<file path="src/rtl/counter_cycle_stealer.sv">
// Counter cycle stealer: arbitrates the Core's single RAM port between the
// pipeline and involuntary counter +1/-1 requests. Each request is latched
// as a sticky pending bit and serviced by a two-cycle read-modify-write on
// the counter's RAM word. The write uses 15-bit ones'-complement arithmetic.
module counter_cycle_stealer #(
    parameter int unsigned NUM_CTR  = 8,
    parameter logic [14:0] CTR_BASE = 15'o00024
) (
    input  logic               clock,
    input  logic               reset_n,
    input  logic [NUM_CTR-1:0] inc_req,
    input  logic [NUM_CTR-1:0] dec_req,
    input  logic               steal_inhibit,
    input  logic [14:0]        core_read_address,
    input  logic [14:0]        core_write_address,
    input  logic [14:0]        core_write_data,
    input  logic               core_write_en,
    input  logic [14:0]        RAM_read_data,
    output logic [14:0]        RAM_read_address,
    output logic [14:0]        RAM_write_address,
    output logic [14:0]        RAM_write_data,
    output logic               RAM_write_en,
    output logic               stall,
    output logic [NUM_CTR-1:0] overflow,
    output logic               busy
);

    localparam int unsigned IdxW = (NUM_CTR > 1) ? $clog2(NUM_CTR) : 1;

    typedef enum logic [1:0] {StIdle, StRead, StWrite} state_e;

    state_e             state;
    logic [NUM_CTR-1:0] pend_inc;
    logic [NUM_CTR-1:0] pend_dec;
    logic [IdxW-1:0]    svc_idx;
    logic               svc_inc;

    logic [NUM_CTR-1:0] pend_any;
    logic               pick_valid;
    logic [IdxW-1:0]    pick_idx;
    logic               start;
    logic [NUM_CTR-1:0] claim_mask;
    logic [NUM_CTR-1:0] inc_keep;
    logic [NUM_CTR-1:0] dec_keep;
    logic [NUM_CTR-1:0] cancel;
    logic [NUM_CTR-1:0] pend_inc_d;
    logic [NUM_CTR-1:0] pend_dec_d;
    logic [14:0]        ctr_addr;
    logic [14:0]        result;
    logic               wrap;

    // Pick the lowest-index pending counter and decide whether a steal starts.
    always_comb begin
        pend_any   = pend_inc | pend_dec;
        pick_valid = |pend_any;
        pick_idx   = '0;
        for (int i = int'(NUM_CTR) - 1; i >= 0; i--) begin
            if (pend_any[i]) begin
                pick_idx = IdxW'(i);
            end
        end
        start      = (state == StIdle) && pick_valid && !steal_inhibit;
        claim_mask = start ? (NUM_CTR'(1) << pick_idx) : '0;
    end

    // Next pending state: drop the claimed bit, merge new pulses, then cancel
    // opposite-direction pairs so a +1/-1 pair never costs a steal.
    always_comb begin
        inc_keep   = (pend_inc & ~claim_mask) | inc_req;
        dec_keep   = (pend_dec & ~claim_mask) | dec_req;
        cancel     = inc_keep & dec_keep;
        pend_inc_d = inc_keep & ~cancel;
        pend_dec_d = dec_keep & ~cancel;
    end

    // Steal FSM plus pending bits; reset abandons any steal before its write.
    always_ff @(posedge clock or negedge reset_n) begin
        if (!reset_n) begin
            state    <= StIdle;
            pend_inc <= '0;
            pend_dec <= '0;
            svc_idx  <= '0;
            svc_inc  <= 1'b0;
        end else begin
            pend_inc <= pend_inc_d;
            pend_dec <= pend_dec_d;
            case (state)
                StIdle: begin
                    if (start) begin
                        svc_idx <= pick_idx;
                        svc_inc <= pend_inc[pick_idx];
                        state   <= StRead;
                    end
                end
                StRead:  state <= StWrite;
                StWrite: state <= StIdle;
                default: state <= StIdle;
            endcase
        end
    end

    // Ones'-complement +1/-1: skip the negative-zero encoding and flag wraps
    // across the largest-magnitude values.
    always_comb begin
        wrap = 1'b0;
        if (svc_inc) begin
            if (RAM_read_data == 15'o37777) begin
                result = 15'o00000;
                wrap   = 1'b1;
            end else if (RAM_read_data == 15'o77777) begin
                result = 15'o00001;
            end else begin
                result = RAM_read_data + 15'd1;
            end
        end else begin
            if (RAM_read_data == 15'o40000) begin
                result = 15'o77777;
                wrap   = 1'b1;
            end else if (RAM_read_data == 15'o00000) begin
                result = 15'o77776;
            end else begin
                result = RAM_read_data - 15'd1;
            end
        end
    end

    assign ctr_addr = CTR_BASE + 15'(svc_idx);

    // RAM port mux: core passthrough in IDLE, stealer owns the port otherwise.
    always_comb begin
        RAM_read_address  = core_read_address;
        RAM_write_address = core_write_address;
        RAM_write_data    = core_write_data;
        RAM_write_en      = core_write_en;
        stall             = 1'b0;
        overflow          = '0;
        case (state)
            StRead: begin
                stall            = 1'b1;
                RAM_read_address = ctr_addr;
                RAM_write_en     = 1'b0;
            end
            StWrite: begin
                stall             = 1'b1;
                RAM_write_address = ctr_addr;
                RAM_write_data    = result;
                RAM_write_en      = 1'b1;
                overflow          = wrap ? (NUM_CTR'(1) << svc_idx) : '0;
            end
            default: ;
        endcase
    end

    // Busy covers both queued work and a steal in flight.
    always_comb begin
        busy = pick_valid || (state != StIdle);
    end

endmodule

</file>
<file path="config.mk">
export PLATFORM = sky130hd
export DESIGN_NAME = counter_cycle_stealer
export DESIGN_NICKNAME = d
export VERILOG_FILES = /design/src/rtl/counter_cycle_stealer.sv
export SDC_FILE = /design/constraint.sdc
export NUM_CORES = 1
export LEC_CHECK = 0
export BUFFER_PORTS_ARGS = -buffer_cell sky130_fd_sc_hd__buf_2
export CORE_MARGIN = 2
export CORE_UTILIZATION = 49
export DETAILED_ROUTE_END_ITERATION = 8
export GPL_ROUTABILITY_DRIVEN = 0
export PLACE_DENSITY = 0.88
export SYNTH_ARGS = -nofsm -noshare
export SYNTH_HDL_FRONTEND = slang
export SYNTH_SLANG_ARGS = --single-unit
</file>
<file path="constraint.sdc">
create_clock -name clock -period 3.8 [get_ports clock]
set_input_delay 0 -clock clock [delete_from_list [all_inputs] [get_ports clock]]
set_output_delay 0 -clock clock [all_outputs]
set_load 0.005 [all_outputs]
</file>
==> summary.md <==
| Metric | Value |
|---|---|
| Status | finished, final reports clean |
| Setup Total Neg Slack | 0 ns |
| Leakage power | 1.57 nW |
| Average size of a mapped cell | 7.76 um^2 |
| Critical hold path startpoint | inc_req[0] |
| Post-synth top area cell | dfrtp_1 |
| CP cell instances | or4_1 > o21a_1 > nand2b_1 > a221oi_1 > dlygate4sd3_1 |
| Synthesis Warnings | 0 |
| CP max stage cell | or4_1 |
| First-pass GRT wire length | 11400 um |
| Pre-antenna DRT Iters | 5 |
| # DRC | 0 |
| Final period util | 66.8% |
| Clock skew | 0.00326 ns |
| Max cap viols | 0 |
| Mapped Cells | 311 |
| Sequential area share after synthesis | 22.8% |
| Total CTS buffers | 3 |
| Vias | 2956 |
| CTS tree | done |
| Max-Slew Margin vs Limit | 50.5% |
| PortBufs | 135 |
| Reg2Reg Capture Point | pend_inc[3]$_DFF_PN0_ |
| Commonest cells post-synth | nor2b_1, nor2_1, inv_1, dfrtp_1, a21oi_1 |
| Die area | 0.00550 mm^2 |
| Top Ports | 136 |
| CP Max Fanout | 10 |
| Hold Path Class | input pin to register |
| Min cycle time layout | 2.54 ns |
| DRT Wirelength | 7510 um |
| Synth Flop Type | dfrtp_1 |
| Setup violators final | 0 |
| Worst path depth | 5 |
| All-Layer GR Usage | 25.7% |
| Count of different cell masters after synthesis | 58 |
| Worst Setup Path Type | register to register |
| Width of the die | 74.2 um |
| Max Freq | 0.394 GHz |
| Flop-to-flop setup slack | 1.26 ns |
| CTS sink count | 22 |
| Layout area overhead | 36.4% |
| Die H | 74.2 um |
| Hold Crit Depth | 3 |
| Family with the most delay on the worst path | simple AND/OR/NAND/NOR gates |
| # rows | 25 |
| Vias in the first global route | 2531 |
| Synth async-reset ratio | 100% |
| Post-route ant nets | 0 |
| Clock root buffer | clkbuf_8 |
| Final Max Tran Viols | 0 |
| Syn nets | 397 |
| Final Hold Fails | 0 |
| Post-DP HPWL | 5940 um |
| Core box area | 0.00472 mm^2 |
| Routed WL per cell | 14.5 um |
| CP Capture Type | register |
| Gr ovfl total | 0 |
| Required time worst endpoint | 4.00 ns |
| RSZ-0062 raised after global routing | no |
| Share of cells above drive strength 1 | 37.3% |
| Clk slew on worst S/H paths | 0.07 ns |
| Pwr Total | 0.00133 W |
| CP Launch Type | register |
| Pin count of the biggest net entering global routing | 23 |
| Power Dens Cells | 405 mW/mm^2 |
| Initial Util | 51.1% |
| Max VDD drop | 0.262 mV |
| Top-count cell post-synth | nor2b_1 |
| Top area cells in the synthesized netlist | dfrtp_1, nor2b_1, mux2_2, a21oi_1, nor2_1 |
| Via density per instance | 5.71 |
| CP max stage delay | 0.61 ns |
| Initial antenna violation count | 1 |
| Synth top area share | 22.8% |
| Reg2reg path depth | 5 |
| Starting DRT DRC Count | 221 |
| Synthesized cell area | 0.00241 mm^2 |
| Hold-critical path endpoint | pend_inc[0]$_DFF_PN0_ |
| Post-synth EDFFs | 0 |
| Worst Max-Slew Pin Slew | 0.742 ns |
| Max clock buf depth | 2 |
| RR Startpoint | pend_dec[2]$_DFF_PN0_ |
| Arrival @ worst endpoint | 2.74 ns |
| Deepest level of the CTS H-tree | 1 |
| Number of nets in the layout | 538 |
| Synthesized flop and latch total | 22 |
| CP bufs+invs | 1 |
| Worst skew pair latency | 0.26 ns |
per-layer routing:
metal / global-route usage [%] / routed length [um] / up-vias
met5: 0 / 0 / -
met4: 8.69 / 104 / 0
met3: 2.03 / 615 / 13
met2: 47.1 / 3880 / 160
met1: 31.8 / 2910 / 1360
li1: - / - / 1423
layout make-up:
class,count,area [um^2]
Inverter,24,90.1
Multi-Input combinational cell,250,1690
Clock buffer,3,41.3
Sequential cell,22,551
Fill cell,406,1430
Timing Repair Buffer,151,833
Antenna cell,1,2.50
Tap cell,67,83.8
state kept, by name, summed over array words and instances (netlist names):
register,count
pend_dec,8
state,2
svc_inc,1
pend_inc,8
svc_idx,3
how the worst max path moves through the flow:
stage	start	end	slack [ns]
after global routing	pend_dec[2]$_DFF_PN0_	pend_inc[3]$_DFF_PN0_	1.15
after detailed placement	state[0]$_DFFE_PN0P_	pend_inc[7]$_DFF_PN0_	1.65
final	pend_dec[2]$_DFF_PN0_	pend_inc[3]$_DFF_PN0_	1.26
after CTS	pend_dec[2]$_DFF_PN0_	pend_inc[3]$_DFF_PN0_	1.31
after floorplan	pend_dec[2]$_DFF_PN0_	pend_dec[7]$_DFF_PN0_	1.87
after global placement	pend_dec[0]$_DFF_PN0_	pend_inc[7]$_DFF_PN0_	1.83
what timing repair did:
action | 4_1_cts | 5_1_grt
endpoints found under the hold margin | 35 | 0
hold buffers | 15 | 0
resized for setup | 0 | 0
setup buffers | 0 | 0
endpoints found under the setup margin | 0 | 0
report_power, final:
part | switching, W | internal [W] | total, W | leakage, nW
Sequential | 0.0000815 | 0.000281 | 0.000363 | 0.281
Clock | 0.0000697 | 0.0000707 | 0.000140 | 0.0216
Combinational | 0.000431 | 0.000399 | 0.000830 | 1.26
Total | 0.000582 | 0.000751 | 0.00133 | 1.57
worst register-to-register path, stage by stage, from the launching register on:
cell and delay, ns:
dfrtp_1 0.42, or4_1 0.61, o21a_1 0.35, nand2b_1 0.22
a221oi_1 0.30, dlygate4sd3_1 0.58
layout by cell type, fill, tap and decap left out, types with 3 or more instances in the layout:
cell type / synthesis / layout
a21oi_1: 21 / 21
a221oi_1: 6 / 6
a31oi_1: 5 / 5
buf_2: 4 / 135
clkbuf_8: 0 / 3
dfrtp_1: 22 / 22
dlygate4sd3_1: 0 / 15
ha_1: 6 / 6
inv_1: 24 / 24
mux2_2: 13 / 13
mux2i_1: 3 / 3
nand2_1: 16 / 16
nand2b_1: 7 / 7
nand3_1: 6 / 6
nand4_1: 5 / 5
nor2_1: 28 / 28
nor2b_1: 29 / 29
nor3_1: 7 / 7
nor4_1: 5 / 5
o211ai_1: 4 / 4
o21a_1: 3 / 3
o21ai_0: 16 / 16
o22ai_1: 5 / 5
or2_2: 3 / 3
or4_1: 6 / 6
xnor2_1: 5 / 5
xor2_1: 7 / 7
through the flow:
step | instance area [um^2] | worst slack (ns) | hold slack, ns | cells | utilization [%]
2_1_floorplan | 2410 | 1.87 | -0.296 | 311 | -
5_1_grt | 3290 | 1.15 | 0.00633 | 518 | 69.6
6_report | 3290 | 1.26 | 0.00571 | 518 | 69.6
4_1_cts | 3290 | 1.31 | 0.00148 | 517 | 69.6
3_3_place_gp | 3100 | 1.83 | -0.0235 | 499 | 65.5
3_5_place_dp | 3100 | 1.65 | -0.0149 | 499 | 65.5
cells by family (layout without fill, tap and decap cells):
kind of cell    after synthesis  count (layout)  share of synthesized area (%)
xor+xnor                     12              12                           4.36
flops                        22              22                           22.8
mux                          16              16                           7.31
fa+ha+maj                     6               6                           3.11
simple gates                131             131                           30.9
compound gates               85              85                           24.3
other cells                   0               1                              0
buf+inv                      39             178                           7.21
No activity file was read; power rests on OpenSTA's default activity.
